File: src/rtl/pong_pkg.sv
// Shared Pong geometry, derived ball limits, controller state encoding and
// the paddle/ball vertical overlap test.
package pong_pkg;

    localparam int SCREEN_W = 640;
    localparam int SCREEN_H = 480;
    localparam int BALL_PX  = 16;
    localparam int PAD_W    = 8;
    localparam int PAD_H    = 64;
    localparam int PAD_L_X  = 16;
    localparam int PAD_R_X  = 616;

    localparam int CENTER_X = (SCREEN_W - BALL_PX) / 2;
    localparam int CENTER_Y = (SCREEN_H - BALL_PX) / 2;
    localparam int LIMIT_X  = SCREEN_W - BALL_PX;
    localparam int LIMIT_Y  = SCREEN_H - BALL_PX;

    typedef enum logic [1:0] {
        IDLE,
        PLAY,
        SCORED
    } state_t;

    // True when a ball whose top row is by shares any row with a paddle whose top row is py.
    function automatic logic v_overlap(input logic [9:0] by, input logic [9:0] py,
                                       input int bsz, input int ph);
        logic [10:0] b;
        logic [10:0] p;
        b = {1'b0, by};
        p = {1'b0, py};
        return ((b + 11'(bsz)) > p) && (b < (p + 11'(ph)));
    endfunction

endpackage

File: src/rtl/pong_axis_step.sv
// One-axis ball step: next position saturated into 0..MAXV, and a flag
// for crossing the lo face (moving down in value) or hi face (moving up).
module pong_axis_step #(
    parameter int MAXV    = 624,
    parameter bit LO_INCL = 1'b1,
    parameter bit HI_INCL = 1'b1
) (
    input  logic [9:0] pos,
    input  logic       dir,
    input  logic [3:0] speed,
    input  logic [9:0] lo,
    input  logic [9:0] hi,
    output logic [9:0] nxt,
    output logic       bounce
);
    localparam logic signed [10:0] MAXS = 11'(MAXV);

    logic signed [10:0] p, s, l, h, raw;

    always_comb begin
        p   = signed'({1'b0, pos});
        s   = signed'({7'd0, speed});
        l   = signed'({1'b0, lo});
        h   = signed'({1'b0, hi});
        raw = dir ? (p + s) : (p - s);

        if (raw <= 11'sd0)
            nxt = '0;
        else if (raw >= MAXS)
            nxt = 10'(MAXV);
        else
            nxt = raw[9:0];

        // Only a ball starting on the near side of a face can cross it.
        if (dir)
            bounce = (p <= h) && (HI_INCL ? (raw >= h) : (raw > h));
        else
            bounce = (p >= l) && (LO_INCL ? (raw <= l) : (raw < l));
    end
endmodule

File: src/rtl/pong_ball_ctrl.sv
// Frame-rate ball motion: serve/play/hold sequencing, wall and paddle
// bounces, miss detection and rally speed-up.
module pong_ball_ctrl
    import pong_pkg::*;
#(
    parameter int H_ACTIVE      = SCREEN_W,
    parameter int V_ACTIVE      = SCREEN_H,
    parameter int BALL_SIZE     = BALL_PX,
    parameter int PADDLE_W      = PAD_W,
    parameter int PADDLE_H      = PAD_H,
    parameter int PADDLE_L_X    = PAD_L_X,
    parameter int PADDLE_R_X    = PAD_R_X,
    parameter int SPEED_INIT    = 2,
    parameter int SPEED_MAX     = 6,
    parameter int HITS_PER_STEP = 4,
    parameter int HOLD_FRAMES   = 60
) (
    input  logic       vga_clk,
    input  logic       sys_rst,
    input  logic       frame_tick,
    input  logic       serve,
    input  logic [9:0] paddle_l_y,
    input  logic [9:0] paddle_r_y,
    output logic [9:0] ball_x,
    output logic [9:0] ball_y,
    output logic       in_play,
    output logic       hit,
    output logic       score_l,
    output logic       score_r
);
    localparam int XMAX_I = H_ACTIVE - BALL_SIZE;
    localparam int YMAX_I = V_ACTIVE - BALL_SIZE;
    localparam int HIT_W  = $clog2(HITS_PER_STEP + 1);
    localparam int HOLD_W = $clog2(HOLD_FRAMES + 1);

    localparam logic [9:0] CX       = 10'((H_ACTIVE - BALL_SIZE) / 2);
    localparam logic [9:0] CY       = 10'((V_ACTIVE - BALL_SIZE) / 2);
    localparam logic [9:0] XMAX     = 10'(XMAX_I);
    localparam logic [9:0] YMAX     = 10'(YMAX_I);
    localparam logic [9:0] FACE_L   = 10'(PADDLE_L_X + PADDLE_W);
    localparam logic [9:0] FACE_R   = 10'(PADDLE_R_X - BALL_SIZE);
    localparam logic [3:0] SPD_INIT = 4'(SPEED_INIT);
    localparam logic [3:0] SPD_MAX  = 4'(SPEED_MAX);
    localparam logic [HIT_W-1:0]  HIT_LAST  = HIT_W'(HITS_PER_STEP - 1);
    localparam logic [HOLD_W-1:0] HOLD_LAST = HOLD_W'(HOLD_FRAMES - 1);

    state_t            state;
    logic              dx, dy;
    logic [3:0]        speed;
    logic [HIT_W-1:0]  hit_cnt;
    logic [HOLD_W-1:0] hold_cnt;
    logic [9:0]        x_nxt, y_nxt;
    logic              x_face, y_wall, ovl_l, ovl_r, hit_now;

    pong_axis_step #(.MAXV(YMAX_I), .LO_INCL(1'b1), .HI_INCL(1'b1)) u_step_y (
        .pos(ball_y), .dir(dy), .speed(speed), .lo(10'd0), .hi(YMAX),
        .nxt(y_nxt), .bounce(y_wall)
    );

    // Left face must be strictly passed to hit; the right face counts on contact.
    pong_axis_step #(.MAXV(XMAX_I), .LO_INCL(1'b0), .HI_INCL(1'b1)) u_step_x (
        .pos(ball_x), .dir(dx), .speed(speed), .lo(FACE_L), .hi(FACE_R),
        .nxt(x_nxt), .bounce(x_face)
    );

    assign ovl_l   = v_overlap(ball_y, paddle_l_y, BALL_SIZE, PADDLE_H);
    assign ovl_r   = v_overlap(ball_y, paddle_r_y, BALL_SIZE, PADDLE_H);
    assign hit_now = x_face && (dx ? ovl_r : ovl_l);

    always_ff @(posedge vga_clk) begin
        if (sys_rst) begin
            state    <= IDLE;
            ball_x   <= CX;
            ball_y   <= CY;
            dx       <= 1'b1;
            dy       <= 1'b1;
            speed    <= SPD_INIT;
            hit_cnt  <= '0;
            hold_cnt <= '0;
            in_play  <= 1'b0;
            hit      <= 1'b0;
            score_l  <= 1'b0;
            score_r  <= 1'b0;
        end else begin
            hit     <= 1'b0;
            score_l <= 1'b0;
            score_r <= 1'b0;
            case (state)
                IDLE: begin
                    ball_x   <= CX;
                    ball_y   <= CY;
                    speed    <= SPD_INIT;
                    hit_cnt  <= '0;
                    hold_cnt <= '0;
                    if (serve) begin
                        state   <= PLAY;
                        in_play <= 1'b1;
                    end
                end
                PLAY: if (frame_tick) begin
                    ball_y <= y_nxt;
                    if (y_wall)
                        dy <= ~dy;
                    if (hit_now) begin
                        ball_x <= dx ? FACE_R : FACE_L;
                        dx     <= ~dx;
                        hit    <= 1'b1;
                        if (hit_cnt == HIT_LAST) begin
                            hit_cnt <= '0;
                            if (speed < SPD_MAX)
                                speed <= speed + 4'd1;
                        end else begin
                            hit_cnt <= hit_cnt + 1'b1;
                        end
                    end else begin
                        ball_x <= x_nxt;
                        // Next serve heads toward whoever just lost the point.
                        if (dx && x_nxt == XMAX) begin
                            score_l <= 1'b1;
                            dx      <= 1'b1;
                            state   <= SCORED;
                            in_play <= 1'b0;
                        end else if (!dx && x_nxt == 10'd0) begin
                            score_r <= 1'b1;
                            dx      <= 1'b0;
                            state   <= SCORED;
                            in_play <= 1'b0;
                        end
                    end
                end
                SCORED: if (frame_tick) begin
                    if (hold_cnt == HOLD_LAST) begin
                        hold_cnt <= '0;
                        ball_x   <= CX;
                        ball_y   <= CY;
                        state    <= IDLE;
                    end else begin
                        hold_cnt <= hold_cnt + 1'b1;
                    end
                end
                default: state <= IDLE;
            endcase
        end
    end
endmodule

File: config.mk
export PLATFORM = sky130hd
export DESIGN_NAME = pong_ball_ctrl
export DESIGN_NICKNAME = d
export VERILOG_FILES = /design/src/rtl/pong_pkg.sv /design/src/rtl/pong_axis_step.sv /design/src/rtl/pong_ball_ctrl.sv
export SDC_FILE = /design/constraint.sdc
export NUM_CORES = 1
export LEC_CHECK = 0
export ABC_AREA = 0
export BUFFER_PORTS_ARGS = -buffer_cell sky130_fd_sc_hd__clkbuf_2
export CAP_MARGIN = 20
export CORE_MARGIN = 3
export CORE_UTILIZATION = 50
export CTS_BUF_LIST = sky130_fd_sc_hd__clkbuf_8
export CTS_CLUSTER_DIAMETER = 150
export DETAILED_ROUTE_END_ITERATION = 10
export PLACE_DENSITY = 0.79
export SLEW_MARGIN = 5
export SYNTH_ARGS = -nofsm -noshare
export SYNTH_HDL_FRONTEND = slang
export SYNTH_SLANG_ARGS = --single-unit
File: constraint.sdc
create_clock -name vga_clk -period 3.8 [get_ports vga_clk]
set_input_delay 0.76 -clock vga_clk [delete_from_list [all_inputs] [get_ports vga_clk]]
set_output_delay 0.76 -clock vga_clk [all_outputs]
set_load 0.02 [all_outputs]
# After elaboration in Yosys (flattened, before gate mapping)
# Index checks and enable logic that the tools add are counted.
# word_totals
ff_bits	41
input_bits	24
elab_cells	132
# classes
add_sub_neg	10
magnitude_cmp	15
n_eq_ne	14
muxes	50
bitwise	4
reduce_logical	27
# op_table
operator	n
10-bit 2-to-1 mux	12
10-bit one-hot mux with 3 select lines	2
10-bit by 4-bit adder with 11-bit output	2
10-bit by 7-bit adder with 11-bit output (second input constant)	2
11-bit >= comparator (second input constant)	2
11-bit by 10-bit > comparator with 1-bit output	2
11-bit by 1-bit less-or-equal comparator with 1-bit output (second input constant)	2
10-bit by 11-bit less-than comparator with 1-bit output	2
11-bit 2-to-1 mux	2
10-bit by 4-bit subtractor with 11-bit output	2
4-bit 2-to-1 mux	4
2-bit != test (second input constant)	8
2-bit 2-to-1 mux	7
1-bit 2-to-1 mux	13
6-bit 2-to-1 mux	2
6-bit one-hot mux with 2 select lines	1
10-bit by 5-bit adder with 11-bit output (second input constant)	1
11-bit by 10-bit >= comparator with 1-bit output (second input constant)	1
11-bit by 6-bit less-than comparator with 1-bit output (second input constant)	1
10-bit equality test (second input constant)	1
10-bit by 1-bit >= comparator with 1-bit output (second input constant)	1
10-bit by 5-bit >= comparator with 1-bit output (second input constant)	1
10-bit less-or-equal comparator (second input constant)	1
10-bit by 9-bit less-or-equal comparator with 1-bit output (second input constant)	1
other kinds (29)	47

# Logic depth before layout (Yosys ltp)
# logic_depth
ltp_word	12
depth_mapped	17
depth_no_buf	15

# Cells and area by module
# From an unflattened synthesis, not the netlist that was laid out.
# hier_totals
hier_cells	772
area_unflattened_um2	6068.3
# by_module_without_submodules
module	n_inst	cells_each	area_per_inst_um2	seq_area_each_um2
pong_ball_ctrl	1	323	2701.3	820.8
pong_axis_step (u_step_y)	1	236	1751.7	0.0
pong_axis_step (u_step_x)	1	213	1615.3	0.0

# Least setup slack after synthesis
# Ideal clock, no wire load.
# synth_path
path_type	register -> register
startpoint	reg speed[0]
endpoint	reg hit_cnt[1]
arrival_ps	3350
required_time_ps	3683
setup_slack_ps	333
path_stages_with_launch	18
path_buffers	2
path_cell_list	dfxtp_1 > inv_1 > ha_1 > nor3b_1 > or2_1 > inv_1 > ha_1 > buf_6 > and3_4 > a221oi_4 > nand3b_2 > a32oi_2 > a41oi_1 > a221oi_2 > or2b_4 > buf_6 > o21ai_2 > a32o_1
# synth_via
elab_chain_len	8
# synth_lines
element	line_no	text
from (decl)	pong_ball_ctrl.sv:49	logic [3:0] speed;
from (signal assigned)	pong_ball_ctrl.sv:111	speed <= speed + 4'd1;
10-bit by 4-bit subtractor with 11-bit output or 10-bit by 4-bit adder with 11-bit output (tied branches)	pong_axis_step.sv:25	raw = dir ? (p + s) : (p - s);
11-bit 2-to-1 mux (*)	pong_axis_step.sv:25	
11-bit by 6-bit less-than comparator with 1-bit output or 11-bit >= comparator (tied branches)	pong_axis_step.sv:38, pong_axis_step.sv:36	
1-bit logical AND (on tied branches)	pong_axis_step.sv:38, pong_axis_step.sv:36	
1-bit 2-to-1 mux (*)	pong_axis_step.sv:35	if (dir)
1-bit logical AND (*)	pong_ball_ctrl.sv:68	assign hit_now = x_face && (dx ? ovl_r : ovl_l);
2-bit != test (no source line) (*)	n/a	
3-bit AND reduction (no source line) (*)	n/a	
to (signal assigned)	pong_ball_ctrl.sv:113	hit_cnt <= hit_cnt + 1'b1;
to (decl)	pong_ball_ctrl.sv:50	logic [HIT_W-1:0] hit_cnt;
# Every way passes the cells marked *; elsewhere a longest branch is shown, timed or not.
# A chain may end at the register's enable or synchronous reset.

# Final worst setup path
# layout_path
startpoint	reg speed[0]
endpoint	reg speed[0]
# layout_via
elab_chain_len	8
# layout_lines
element	line_no
10-bit by 4-bit subtractor with 11-bit output or 10-bit by 4-bit adder with 11-bit output (tied branches)	pong_axis_step.sv:25
11-bit 2-to-1 mux	pong_axis_step.sv:25
11-bit by 6-bit less-than comparator with 1-bit output or 11-bit >= comparator (tied branches)	pong_axis_step.sv:38, pong_axis_step.sv:36
1-bit logical AND (on tied branches)	pong_axis_step.sv:38, pong_axis_step.sv:36
1-bit 2-to-1 mux	pong_axis_step.sv:35
1-bit logical AND	pong_ball_ctrl.sv:68
2-bit != test (no source line)	n/a
5-bit AND reduction (no source line)	n/a
# Parallel ways exist; a longest one is shown, timed or not. The select of a mux whose other input is x is not followed.

==> run metrics <==
commonest non-fill, non-tap cell in the layout ha_1; CTS Buf Count 5; Fillers slightly below 700; Pwr Total between 1000 and 1500 µW; r2r setup slk 0.13 ns; status completed; Area Overhead vs Synth 17.4%; clock period minus worst slack ~3.7 ns; worst r2r src speed[0]; Worst path max stage delay ~0.37 ns; Most used DFF post-synth dfxtp_1; Vias approximately 4200; chip width 96.6 µm; clock sinks slightly above 40; Syn Inst Count about 500; fin crit share between 90% and 100%; hold path endpoint in_play; global-route wire length before repair between 15000 and 20000 µm; Routed WL 11500 µm; detailed placer's ending HPWL between 8000 and 9000 µm; HP Start in_play; VDD IR max approximately 0.00013 V; Placed Instances around 670; Post-synth EDFFs 0; DRT antenna net count 0; antenna violations before repair 0; Startpoint Class flip-flop; Syn Area/Cell approximately 8 µm²; clk_lat worst skew around 0.3 ns; most frequent cells in the layout 60 x ha_1, 47 x clkbuf_2, 42 x inv_1, 39 x a21oi_1; full die area between 9000 and 10000 µm²; vias in the first global route roughly 3700; reg2reg end speed[0]; Mapped Nets 600; Hold WS between 0.5 and 0.6 ns; Slowest cell on crit path dfxtp_4; P per Cell Area roughly 210 nW/µm²; row cnt 32; Clock transition at path regs 0.09 ns; type of the most critical hold path reg2reg; Slew Limit Fails 0; routed length per instance between 15 and 20 µm; Crit Path Max Fanout 5; Tot GR Track Use between 20% and 30%; CTS tree built; IO buf count between 40 and 50; Layout Skew 0.00836 ns; Critical Path End Type flip-flop; global-route met3 utilization between 2 and 2.5%; buffer and inverter count on the worst path 3; top-level port count 48; Worst slew margin between 40% and 50%; Crit path arrival time roughly 3.9 ns; Die H about 97 µm; Critical Path RT approximately 4 ns; drt drc 0; GPL Wtd Cong between 0.9 and 1; initial core utilization 52.2%; via-per-instance ratio between 6 and 7; worst-case clock buffer depth 2; Reg2Reg Depth 16; cell breakdown of the critical path buf_4 -> nor3_2 -> ha_1 -> mux2_4 -> ha_4 -> a21o_1 -> a221oi_4 -> buf_6 -> nor3_1 -> nor3_4 -> a41oi_2 -> a221oi_4 -> or2b_4 -> buf_4 -> nand2b_1 -> nand3_1; CTS Root Buffer Type clkbuf_8; TritonRoute pass-1 iters 5; met1 Use GR a little under a third; Synth Register Bits between 40 and 50; yosys warns 0; hold path depth 2; Yosys cell types 70; asr flop ratio synth 0%; maximum capacitance violations 0; final non-filler cell total 682; H-tree depth 2; Starting DRT DRC Count ~410; Seq/Total Area, Yosys between 20% and 30%; critical path class reg2reg; antenna cells 0; largest net degree at the start of global routing 24; Setup violations, final 0; Nets about 670; mapped cell area a little over 4000 µm²; GR peak layer met2; Max Freq around 270 MHz; met2 Use GR ~40%; cell depth of the worst setup path 16; final hold vios 0; GR Overflow Total 0; CP delay by family, top compound AO/OA/AOI/OAI gates; core area between 7000 and 8000 µm²; share of layout cells above drive strength 1 between 20% and 30%; Worst Tran Pin Value between 0.8 and 0.9 ns; Leakage between 0.002 and 0.0025 µW
metrics by stage:
stage | util, % | TNS [ns] | setup WS [ns] | area [µm²]
global placement | 57.7 | 0 | 0.0365 | 4530
CTS | 59.7 | 0 | 0.00552 | 4690
detailed placement | 57.7 | -0.249 | -0.0839 | 4530
global route | 61.3 | -0.0529 | -0.0299 | 4810
finish | 61.3 | 0 | 0.132 | 4810
floorplan | - | 0 | 0.333 | 4100
how the worst max path moves through the flow:
stage	from	endpoint	slack (ns)
after global placement	speed[0]	hit_cnt[1]	0.04
after CTS	speed[0]	hit_cnt[1]	0.006
after detailed placement	speed[1]	ball_x[0]	-0.08
final	speed[0]	speed[0]	0.13
after global routing	speed[0]	speed[1]	-0.03
after floorplan	speed[0]	hit_cnt[1]	0.33
sequential cells by signal, summed over array words and instances (netlist names):
signal    cells
hold_cnt      6
ball_x       10
hit_cnt       3
dx            1
in_play       1
speed         4
ball_y       10
state         2
hit           1
score_r       1
dy            1
score_l       1
kinds of logic (layout without fill, tap and decap cells):
| group | after synthesis | after routing | synth area share [%] |
|---|---|---|---|
| AND/OR/NAND/NOR | 163 | 164 | 21.1 |
| AO/OA/AOI/OAI | 152 | 152 | 25.5 |
| flip-flops | 41 | 41 | 20.0 |
| buffers and inverters | 55 | 123 | 5.43 |
| multiplexers | 6 | 6 | 1.59 |
| XOR/XNOR | 29 | 29 | 6.19 |
| adder cells (fa/ha/maj) | 65 | 65 | 20.2 |
cell usage after synthesis (all sizes together) (7+ instances only):
| cell | n | area, µm² |
|---|---|---|
| a211oi | 9 | 67.6 |
| a31oi | 9 | 56.3 |
| and2 | 7 | 43.8 |
| nor3 | 19 | 106 |
| ha | 63 | 788 |
| xnor2 | 19 | 166 |
| o21ai | 29 | 153 |
| dfxtp | 41 | 821 |
| a21o | 7 | 52.6 |
| nand3 | 18 | 90.1 |
| inv | 43 | 161 |
| nor2 | 38 | 143 |
| xor2 | 10 | 87.6 |
| clkbuf | 9 | 33.8 |
| a21oi | 43 | 223 |
| nand4 | 8 | 50.1 |
| nand2 | 30 | 113 |
timing repair:
action / 4_1_cts / 5_1_grt
cloned: 0 / 1
pin swaps: 1 / 9
setup buffers: 5 / 3
endpoints found under the setup margin: 8 / 22
resized for setup: 4 / 24
hold buffers: 0 / 0
per-layer routing:
metal  vias up  share of wire [%]
met5         -                  0
met4         0                2.0
met3        26                6.8
met2       191                 47
met1      1937                 44
li1       2023                  -
area by class of cell:
class | count | area, µm² | share of cell area, %
Inverter | 43 | 161 | 3.35
Sequential cell | 41 | 830 | 17.2
Timing Repair Buffer | 72 | 430 | 8.94
Multi-Input combinational cell | 416 | 3170 | 65.8
Clock buffer | 6 | 82.6 | 1.72
Clock inverter | 2 | 13.8 | 0.286
Tap cell | 102 | 128 | 2.65
tightest hold or removal path: cells and delay by family (launching register included):
kind / cells / cell delay (ns)
flip-flops: 1 / 0.31
AO/OA/AOI/OAI: 2 / 0.17
report_power, final:
| part | leakage [µW] | internal (µW) | switching [µW] | total (µW) |
|---|---|---|---|---|
| sequential | 0.000333 | 435 | 13.1 | 448 |
| combinational | 0.00181 | 107 | 156 | 263 |
| clock | 0.0000512 | 147 | 163 | 311 |
Note: power is estimated with default switching activity, not from simulation.
